**config.mk**
```make
export PLATFORM = sky130hd
export DESIGN_NAME = alu_cmd_sequencer
export DESIGN_NICKNAME = d
export VERILOG_FILES = /design/src/rtl/alu_pkg.sv /design/src/rtl/alu_cmd_fifo.sv /design/src/rtl/alu_cmd_sequencer.sv
export SDC_FILE = /design/constraint.sdc
export NUM_CORES = 1
export LEC_CHECK = 0
export ABC_AREA = 1
export BUFFER_PORTS_ARGS = -buffer_cell sky130_fd_sc_hd__buf_2
export CAP_MARGIN = 25
export CORE_AREA = 2 2 136 138
export DETAILED_ROUTE_END_ITERATION = 6
export DIE_AREA = 0 0 138 140
export GPL_ROUTABILITY_DRIVEN = 0
export SKIP_CTS_REPAIR_TIMING = 1
export SLEW_MARGIN = 5
export SYNTH_ARGS = -nofsm -noshare
export SYNTH_HDL_FRONTEND = slang
export SYNTH_SLANG_ARGS = --single-unit
```
**constraint.sdc**
```tcl
create_clock -name clk -period 2.4 [get_ports clk]
set_input_delay 0.24 -clock clk [delete_from_list [all_inputs] [get_ports clk]]
set_output_delay 0.24 -clock clk [all_outputs]
set_load 0.05 [all_outputs]
```
**src/rtl/alu_pkg.sv**
```systemverilog
// Shared definitions for the ALU command sequencer: command codes, state
// encodings, one-hot selector widths, decode helpers and the idle drive pattern.
package alu_pkg;

  localparam int OP_W      = 3;
  localparam int SRC_W     = 2;
  localparam int DATA_W    = 8;
  localparam int IN_SEL_W  = 3;
  localparam int OUT_SEL_W = 7;
  localparam int ENTRY_W   = OP_W + SRC_W + 2 * DATA_W;

  localparam logic [OP_W-1:0] OP_AND  = 3'd0;
  localparam logic [OP_W-1:0] OP_OR   = 3'd1;
  localparam logic [OP_W-1:0] OP_XOR  = 3'd2;
  localparam logic [OP_W-1:0] OP_NOT  = 3'd3;
  localparam logic [OP_W-1:0] OP_ADD  = 3'd4;
  localparam logic [OP_W-1:0] OP_SUB  = 3'd5;
  localparam logic [OP_W-1:0] OP_MUL  = 3'd6;
  localparam logic [OP_W-1:0] OP_RSVD = 3'd7;

  localparam logic [SRC_W-1:0] SRC_PERSIST = 2'd0;
  localparam logic [SRC_W-1:0] SRC_LOAD    = 2'd1;
  localparam logic [SRC_W-1:0] SRC_CLEAR   = 2'd2;
  localparam logic [SRC_W-1:0] SRC_RSVD    = 2'd3;

  localparam logic [1:0] S_IDLE  = 2'b00;
  localparam logic [1:0] S_ISSUE = 2'b01;
  localparam logic [1:0] S_WAIT  = 2'b10;
  localparam logic [1:0] S_ERROR = 2'b11;

  // Accumulator AND 8'hFF leaves the accumulator untouched.
  localparam logic [IN_SEL_W-1:0]  IDLE_IN_SEL  = 3'b001;
  localparam logic [OUT_SEL_W-1:0] IDLE_OUT_SEL = 7'b0000001;
  localparam logic [DATA_W-1:0]    IDLE_NUM1    = 8'h00;
  localparam logic [DATA_W-1:0]    IDLE_NUM2    = 8'hFF;

  typedef struct packed {
    logic [OP_W-1:0]   op;
    logic [SRC_W-1:0]  src;
    logic [DATA_W-1:0] num1;
    logic [DATA_W-1:0] num2;
  } cmd_t;

  function automatic logic [OUT_SEL_W-1:0] op_onehot(input logic [OP_W-1:0] op);
    logic [OUT_SEL_W-1:0] oh;
    case (op)
      OP_AND:  oh = 7'b0000001;
      OP_OR:   oh = 7'b0000010;
      OP_XOR:  oh = 7'b0000100;
      OP_NOT:  oh = 7'b0001000;
      OP_ADD:  oh = 7'b0010000;
      OP_SUB:  oh = 7'b0100000;
      OP_MUL:  oh = 7'b1000000;
      default: oh = '0;
    endcase
    return oh;
  endfunction

  function automatic logic [IN_SEL_W-1:0] src_onehot(input logic [SRC_W-1:0] src);
    logic [IN_SEL_W-1:0] oh;
    case (src)
      SRC_PERSIST: oh = 3'b001;
      SRC_LOAD:    oh = 3'b010;
      SRC_CLEAR:   oh = 3'b100;
      default:     oh = '0;
    endcase
    return oh;
  endfunction

endpackage

```
**src/rtl/alu_cmd_fifo.sv**
```systemverilog
// Synchronous command FIFO; pointers carry an extra wrap bit to tell full from empty.
module alu_cmd_fifo #(
  parameter int DEPTH = 4,
  parameter int W     = 21
) (
  input  logic         clk,
  input  logic         rst_n,
  input  logic         push_i,
  input  logic         pop_i,
  input  logic [W-1:0] wdata_i,
  output logic [W-1:0] rdata_o,
  output logic         full_o,
  output logic         empty_o
);

  localparam int AW = (DEPTH > 1) ? $clog2(DEPTH) : 1;

  logic [AW:0]  wr_ptr_q, wr_ptr_d;
  logic [AW:0]  rd_ptr_q, rd_ptr_d;
  logic [W-1:0] mem_q [DEPTH];
  logic         do_push, do_pop;

  assign do_push = push_i && !full_o;
  assign do_pop  = pop_i && !empty_o;

  assign empty_o = (wr_ptr_q == rd_ptr_q);
  assign full_o  = (wr_ptr_q[AW] != rd_ptr_q[AW]) &&
                   (wr_ptr_q[AW-1:0] == rd_ptr_q[AW-1:0]);

  assign wr_ptr_d = do_push ? wr_ptr_q + (AW+1)'(1) : wr_ptr_q;
  assign rd_ptr_d = do_pop  ? rd_ptr_q + (AW+1)'(1) : rd_ptr_q;

  always_ff @(posedge clk or negedge rst_n) begin
    if (!rst_n) begin
      wr_ptr_q <= '0;
      rd_ptr_q <= '0;
    end else begin
      wr_ptr_q <= wr_ptr_d;
      rd_ptr_q <= rd_ptr_d;
    end
  end

  // Storage needs no reset: entries are only read behind a non-empty flag.
  always_ff @(posedge clk) begin
    if (do_push) mem_q[wr_ptr_q[AW-1:0]] <= wdata_i;
  end

  assign rdata_o = mem_q[rd_ptr_q[AW-1:0]];

endmodule

```
**src/rtl/alu_cmd_sequencer.sv**
```systemverilog
// Command front-end for the 8-bit accumulator ALU: FIFO, one-at-a-time issue, response.
// Optional ALU_SEQ_STATS_EN adds saturating done/error counters on stat_done/stat_err.
module alu_cmd_sequencer
  import alu_pkg::*;
#(
  parameter int FIFO_DEPTH  = 4,
  parameter int ALU_LATENCY = 1
) (
  input  logic                 clk,
  input  logic                 rst_n,
  input  logic                 cmd_valid,
  output logic                 cmd_ready,
  input  logic [OP_W-1:0]      cmd_op,
  input  logic [SRC_W-1:0]     cmd_src,
  input  logic [DATA_W-1:0]    cmd_num1,
  input  logic [DATA_W-1:0]    cmd_num2,
  output logic [IN_SEL_W-1:0]  alu_in_selector,
  output logic [OUT_SEL_W-1:0] alu_out_selector,
  output logic [DATA_W-1:0]    alu_num1,
  output logic [DATA_W-1:0]    alu_num2,
  input  logic [DATA_W-1:0]    alu_result,
  input  logic                 alu_overflow,
  output logic                 rsp_valid,
  output logic [DATA_W-1:0]    rsp_data,
  output logic                 rsp_error,
  input  logic                 err_clear,
  output logic                 busy,
  output logic [15:0]          stat_done,
  output logic [15:0]          stat_err
);

  logic [1:0]           state_q, state_d;
  logic [2:0]           cnt_q, cnt_d;
  logic [IN_SEL_W-1:0]  in_sel_q, in_sel_d;
  logic [OUT_SEL_W-1:0] out_sel_q, out_sel_d;
  logic [DATA_W-1:0]    num1_q, num1_d;
  logic [DATA_W-1:0]    num2_q, num2_d;
  logic                 rsp_valid_q, rsp_valid_d;
  logic [DATA_W-1:0]    rsp_data_q, rsp_data_d;
  logic                 rsp_err_q, rsp_err_d;

  logic                 fifo_push, fifo_pop, fifo_full, fifo_empty;
  logic [ENTRY_W-1:0]   fifo_rdata;
  cmd_t                 head;
  logic                 head_rsvd;

  assign cmd_ready = !fifo_full && (state_q != S_ERROR);
  assign fifo_push = cmd_valid && cmd_ready;
  assign fifo_pop  = (state_q == S_IDLE) && !fifo_empty;
  assign head      = cmd_t'(fifo_rdata);
  assign head_rsvd = (head.op == OP_RSVD) || (head.src == SRC_RSVD);

  alu_cmd_fifo #(
    .DEPTH (FIFO_DEPTH),
    .W     (ENTRY_W)
  ) u_fifo (
    .clk     (clk),
    .rst_n   (rst_n),
    .push_i  (fifo_push),
    .pop_i   (fifo_pop),
    .wdata_i ({cmd_op, cmd_src, cmd_num1, cmd_num2}),
    .rdata_o (fifo_rdata),
    .full_o  (fifo_full),
    .empty_o (fifo_empty)
  );

  always_comb begin
    state_d     = state_q;
    cnt_d       = cnt_q;
    in_sel_d    = in_sel_q;
    out_sel_d   = out_sel_q;
    num1_d      = num1_q;
    num2_d      = num2_q;
    rsp_valid_d = 1'b0;
    rsp_data_d  = rsp_data_q;
    rsp_err_d   = rsp_err_q;
    case (state_q)
      S_IDLE: begin
        if (!fifo_empty) begin
          if (head_rsvd) begin
            // Reserved codes are answered directly and never reach the ALU.
            rsp_valid_d = 1'b1;
            rsp_data_d  = '0;
            rsp_err_d   = 1'b1;
          end else begin
            state_d   = S_ISSUE;
            in_sel_d  = src_onehot(head.src);
            out_sel_d = op_onehot(head.op);
            num1_d    = head.num1;
            num2_d    = head.num2;
          end
        end
      end
      S_ISSUE: begin
        state_d = S_WAIT;
        cnt_d   = 3'(ALU_LATENCY);
      end
      S_WAIT: begin
        if (cnt_q <= 3'd1) begin
          rsp_valid_d = 1'b1;
          rsp_data_d  = alu_result;
          rsp_err_d   = alu_overflow;
          state_d     = alu_overflow ? S_ERROR : S_IDLE;
          in_sel_d    = IDLE_IN_SEL;
          out_sel_d   = IDLE_OUT_SEL;
          num1_d      = IDLE_NUM1;
          num2_d      = IDLE_NUM2;
        end else begin
          cnt_d = cnt_q - 3'd1;
        end
      end
      default: begin
        if (err_clear) state_d = S_IDLE;
      end
    endcase
  end

  always_ff @(posedge clk or negedge rst_n) begin
    if (!rst_n) begin
      state_q     <= S_IDLE;
      cnt_q       <= '0;
      in_sel_q    <= IDLE_IN_SEL;
      out_sel_q   <= IDLE_OUT_SEL;
      num1_q      <= IDLE_NUM1;
      num2_q      <= IDLE_NUM2;
      rsp_valid_q <= 1'b0;
      rsp_data_q  <= '0;
      rsp_err_q   <= 1'b0;
    end else begin
      state_q     <= state_d;
      cnt_q       <= cnt_d;
      in_sel_q    <= in_sel_d;
      out_sel_q   <= out_sel_d;
      num1_q      <= num1_d;
      num2_q      <= num2_d;
      rsp_valid_q <= rsp_valid_d;
      rsp_data_q  <= rsp_data_d;
      rsp_err_q   <= rsp_err_d;
    end
  end

  assign alu_in_selector  = in_sel_q;
  assign alu_out_selector = out_sel_q;
  assign alu_num1         = num1_q;
  assign alu_num2         = num2_q;
  assign rsp_valid        = rsp_valid_q;
  assign rsp_data         = rsp_data_q;
  assign rsp_error        = rsp_err_q;
  assign busy             = !((state_q == S_IDLE) && fifo_empty);

`ifdef ALU_SEQ_STATS_EN
  logic [15:0] done_q, done_d;
  logic [15:0] errc_q, errc_d;

  always_comb begin
    done_d = done_q;
    errc_d = errc_q;
    if (rsp_valid_q) begin
      if (done_q != 16'hFFFF) done_d = done_q + 16'd1;
      if (rsp_err_q && (errc_q != 16'hFFFF)) errc_d = errc_q + 16'd1;
    end
  end

  always_ff @(posedge clk or negedge rst_n) begin
    if (!rst_n) begin
      done_q <= '0;
      errc_q <= '0;
    end else begin
      done_q <= done_d;
      errc_q <= errc_d;
    end
  end

  assign stat_done = done_q;
  assign stat_err  = errc_q;
`else
  assign stat_done = '0;
  assign stat_err  = '0;
`endif

endmodule
```
; ---- After elaboration in Yosys (flattened, before gate mapping)
; Memory sizes are Yosys's and may differ from the RTL's.
; Index checks and enable logic that the tools add are counted.
[totals]
mem_bits_rw = 84
reg_bits = 47
out_inout_bits = 70
n_memories = 1
word_cells = 98
in_bits = 34
[mem_list]
columns = name, depth, word_bits, rd, rd_clocked_by_memory_dff, wr, line_no
row1 = u_fifo.mem_q, 4, 21, 1, 0, 1, alu_cmd_fifo.sv:20  ; logic [W-1:0] mem_q [DEPTH];
[classes]
n_mux = 40
reduce_logical = 21
eq_ne = 21
order_cmp = 1
n_addsub = 3
[op_table]
columns = op, count
row1 = $mux W8, 9
row2 = $pmux W7 S7, 1
row3 = $pmux W8 S2, 3
row4 = $mux W7, 3
row5 = $pmux W7 S2, 1
row6 = $eq A3 B3 Y1 const B, 4
row7 = $mux W3, 4
row8 = $ne A2 B2 Y1 const B, 6
row9 = $pmux W3 S2, 2
row10 = $reduce_and A4 Y1, 3
row11 = $mux W2, 5
row12 = $pmux W3 S3, 1
row13 = $mux W1, 8
row14 = $logic_and A1 B1 Y1, 7
row15 = $add A3 B1 Y3 const B, 2
row16 = $eq A2 B2 Y1 const B, 3
row17 = $eq A3 B2 Y1 const B, 2
row18 = $pmux W2 S3, 1
row19 = $eq A2 B1 Y1 const B, 2
row20 = $logic_not A2 Y1, 2
row21 = $pmux W1 S2, 2
row22 = $reduce_bool A2 Y1, 2
row23 = $reduce_bool A4 Y1, 1
row24 = $eq A3 B1 Y1 const B, 1
row25 = 9 further kinds, 11

; ---- Depth between registers and ports, before layout
[logic_depth]
depth_word = 8
ltp_mapped = 12
ltp_nobuf = 11

; ---- Cells and area by module
; A second synthesis with hierarchy kept.
[hier_totals]
cells_unflattened = 575
hier_area_um2 = 5960.7
[modules_own_cells]
columns = module, cells_per_inst, area_each_um2, n_inst, seq_area_each_um2
row1 = alu_cmd_fifo, 263, 3560.9, 1, 2672.6
row2 = alu_cmd_sequencer, 312, 2399.8, 1, 1038.5

; ---- Least setup slack after synthesis
; OpenSTA, ideal clock, no wires.
[synth_path]
path_type = register to register
from = register u_fifo.rd_ptr_q[0]
to = memory u_fifo.mem_q[3][0] (enable)
period_less_slack_ps = 2348
path_buffers = 1
arrival_ps = 1948
stages_incl_launch_ff = 6
setup_ps = 400
slack_ps = 52
required_time_ps = 2000
path_cell_list = dfrtp_1 -> buf_6 -> xnor2_2 -> nand4_1 -> nand3_1 -> nor2_1
[synth_between]
elab_chain_len = 8
[synth_rtl]
columns = element, line_no
row1 = "start, declared", alu_cmd_fifo.sv:19  ; logic [AW:0] rd_ptr_q, rd_ptr_d;
row2 = "start signal, assigned", alu_cmd_fifo.sv:39  ; rd_ptr_q <= rd_ptr_d;
row3 = $eq A2 B2 Y1 *, alu_cmd_fifo.sv:28  ; (wr_ptr_q[AW-1:0] == rd_ptr_q[AW-1:0]);
row4 = $logic_and A1 B1 Y1 *, alu_cmd_fifo.sv:27  ; assign full_o = (wr_ptr_q[AW] != rd_ptr_q[AW]) &&
row5 = $logic_not A1 Y1 *, "alu_cmd_fifo.sv:23, alu_cmd_sequencer.sv:47"
row6 = $logic_and A1 B1 Y1, alu_cmd_sequencer.sv:47  ; assign cmd_ready = !fifo_full && (state_q != S_ERROR);
row7 = $logic_and A1 B1 Y1, alu_cmd_sequencer.sv:48  ; assign fifo_push = cmd_valid && cmd_ready;
row8 = $logic_and A1 B1 Y1 *, alu_cmd_fifo.sv:23  ; assign do_push = push_i && !full_o;
row9 = $mux W1 *, alu_cmd_fifo.sv:45  ; if (do_push) mem_q[wr_ptr_q[AW-1:0]] <= wdata_i;
row10 = $mux W1 (implied by the code) *, alu_cmd_fifo.sv:45
row11 = "end, declared", alu_cmd_fifo.sv:20
; Every way passes the cells marked *; elsewhere a longest branch is shown, timed or not.

; ---- Worst setup path in the final report
[layout_path]
from = register state_q[0]
to = output busy
[layout_between]
elab_chain_len = 3
[layout_rtl]
columns = element, line_no
row1 = "start, declared", alu_cmd_sequencer.sv:32  ; logic [1:0] state_q, state_d;
row2 = "start signal, assigned", alu_cmd_sequencer.sv:130  ; state_q <= state_d;
row3 = $logic_not A2 Y1, alu_cmd_sequencer.sv:149  ; assign busy = !((state_q == S_IDLE) && fifo_empty);
row4 = $logic_and A1 B1 Y1, alu_cmd_sequencer.sv:149
row5 = $logic_not A1 Y1, alu_cmd_sequencer.sv:149
row6 = "end, declared", alu_cmd_sequencer.sv:27  ; output logic busy,
; No other way between the ends.

==> run summary <==
Initial Utilization - 0.337
fin. max-slew vios - 0
worst hold-check path type - in -> reg
CTS tree - built
peak supply drop - 607 uV
Yosys reg bits - 131
crit path capture type - output pin
first-pass GRT wire length - 20.3 mm
Lkg Pwr - 3.14 nW
Final Instance Area - 0.00716 mm2
adder-cell share of the synthesized area - 0.0230
Synth Area in XOR/XNOR - 0.00856
H-tree level count - 4
Die ar. - 0.0193 mm2
CP arrival - 1.86 ns
drt wl/cell - 14.3 um
initial antenna violation count - 2
switch share - 0.436
Post-synth EDFFs - 84
combinational share of power - 0.455
worst clock skew - 0.00843 ns
Syn Std Cell Area - 0.00599 mm2
Worst-path clk slew - 0.05 ns
core area - 0.0178 mm2
Fin. Hold Viols - 0
minimum clock period - 2.10 ns
crit start category - register
Switch Pwr - 4.91 mW
Power Total - 11.3 mW
Core Util, Final - 0.402
Clock Latency Late Sink - 0.42 ns
Fillers - 1719
DR pass1 iterations - 5
CP Max Fanout - 9
initial DRC count - 218
All-Layer GR Usage - 0.135
post-route ant nets - 0
CP Data Required Time - 2.16 ns
final setup margin - 0.304 ns
Post-Synthesis Cells - 555
critical path class - reg -> out
DRC viols - 0
share of cells above drive strength 1 - 0.243
Tcrit/Tclk final - 0.873
synth cell count leaders - nand2_1 (158), edfxtp_1 (84), buf_4 (37), dfrtp_1 (37), nand3_1 (34)
Seq/Total Area, Yosys - 0.619
Seq pwr share - 0.307
Main synth FF type - edfxtp_1
Ys Warns - 0
largest net degree at the start of global routing - 33
Die Ht - 140 um
count leader, synth - nand2_1
vias in the first global route - 3912
Max-Cap Viols - 0
total gr overflow - 0
chip width - 138 um
cell taking the most area after synthesis - edfxtp_1
simple-gate share of the synthesized area - 0.200
Synth Area per Inst - 10.8 um2
number of buffers added on ports - 71
mux contribution to synthesized area - 0
outcome - finished, final reports clean
Clock power frac - 0.237
Syn-to-layout area delta - 19.4%
asr flop ratio synth - 0.359
final number of setup-violating endpoints - 0
CTS buffer count - 17
Setup TNS Final - 0 ns
Clock Root Buffer - clkbuf_16
RSZ-0062 raised after global routing - false
Placed Area - 0.00653 mm2
largest family of logic cells by synthesized area - simple AND/OR/NAND/NOR gates
Longest Clk Path Bufs - 2
cell internal pwr - 6.35 mW
synth unique cells - 36
f_max - 477 MHz
pre-CTS WS - 0.377 ns
Total Wirelength - 12.6 mm
top cells by area, synth - edfxtp_1 (42%), dfrtp_1 (15%), nand2_1 (9.9%), buf_4 (4.6%), dfstp_2 (4.4%)
total power density per cell area - 1570 mW/mm2
Final nets - 682
clk sinks - 131
DR vias/cell - 4.57
Rows - 49
post-synth top area share - 0.421
hpwl dp - 8.74 mm
post-synthesis compound-gate area fraction - 0.0654
vias - 4022
IO Count - 104
[layout make-up]
cell class / instances / area [um2] / area share
Multi-Input combinational cell: 373 / 1900 / 0.266
Inverter: 25 / 93.8 / 0.0131
Antenna cell: 1 / 2.50 / 0.000350
Tap cell: 229 / 287 / 0.0400
Sequential cell: 131 / 3710 / 0.519
Clock buffer: 19 / 433 / 0.0605
Timing Repair Buffer: 89 / 543 / 0.0759
Clock inverter: 13 / 183 / 0.0255
[final timing paths]
check / from / to / slack (ns) / cells past startpoint
max in group asynchronous: rst_n / alu_num2[6] / 1.35 / 3
min in group asynchronous: rst_n / alu_out_selector[4] / 0.27 / 2
hold / removal: cmd_num1[1] / u_fifo.mem_q[0][9] / 0.03 / 1
setup / recovery: state_q[0] / busy / 0.30 / 4
hold reg to reg: alu_num1[5] / alu_num1[5] / 0.46 / 2
setup reg to reg: u_fifo.rd_ptr_q[0] / alu_num2[7] / 0.38 / 11
[power groups by stage]
stage	registers, mW	clock network [mW]	logic (mW)
after floorplan	4.30	0	3.24
after global placement	3.48	0	5.09
after detailed placement	3.50	0	5.19
after CTS	3.46	2.73	5.21
after global routing	3.52	2.83	5.70
final	3.46	2.67	5.13
[logic make-up after synthesis]
group                    count (synthesis)
AND/OR/NAND/NOR                        261
flip-flops                             131
buffers and inverters                   82
AO/OA/AOI/OAI                           64
adder cells (fa/ha/maj)                 11
XOR/XNOR                                 5
other                                    1
[critical path, stage by stage (launching register included)]
cell and delay [ns]:
dfrtp_1 0.41, inv_1 0.12, ha_1 0.41, nand4_1 0.22
buf_2 0.27
[registers in the layout (all words and copies together) (netlist names)]
| register | cells |
|---|---|
| rsp_data | 8 |
| alu_out_selector | 7 |
| alu_num2 | 8 |
| u_fifo.mem_q | 84 |
| u_fifo.wr_ptr_q | 3 |
| alu_in_selector | 3 |
| rsp_error | 1 |
| alu_num1 | 8 |
| rsp_valid | 1 |
| state_q | 2 |
| cnt_q | 3 |
| u_fifo.rd_ptr_q | 3 |
[layout by cell type, fill, tap and decap left out, drive strengths merged, types with 2 or more instances in the layout]
cell type	n
xor2	4
clkinv	6
inv	26
o211ai	16
nor3	3
nand3b	8
clkinvlp	2
nand4	2
conb	32
or2	10
a21oi	19
nand2	163
dfrtp	37
buf	88
dfstp	10
clkbuf	19
a211oi	8
bufinv	4
nor2	29
ha	11
nand3	46
o21ai	18
edfxtp	84
[layer usage]
layer	vias up	GRT usage	part of all wire
met1	1904	0.164	0.44
met4	2	0.0553	0.018
met2	111	0.224	0.49
met5	-	0	0.0010
li1	1988	-	-
met3	17	0.0441	0.052
[stage by stage]
step,hold slack (ns),cells
2_1_floorplan,-0.0556,586
6_report,0.0326,880
4_1_cts,-0.276,878
5_1_grt,0.0229,879
3_5_place_dp,0.178,846
3_3_place_gp,0.171,846
Note: power is estimated with default switching activity, not from simulation.
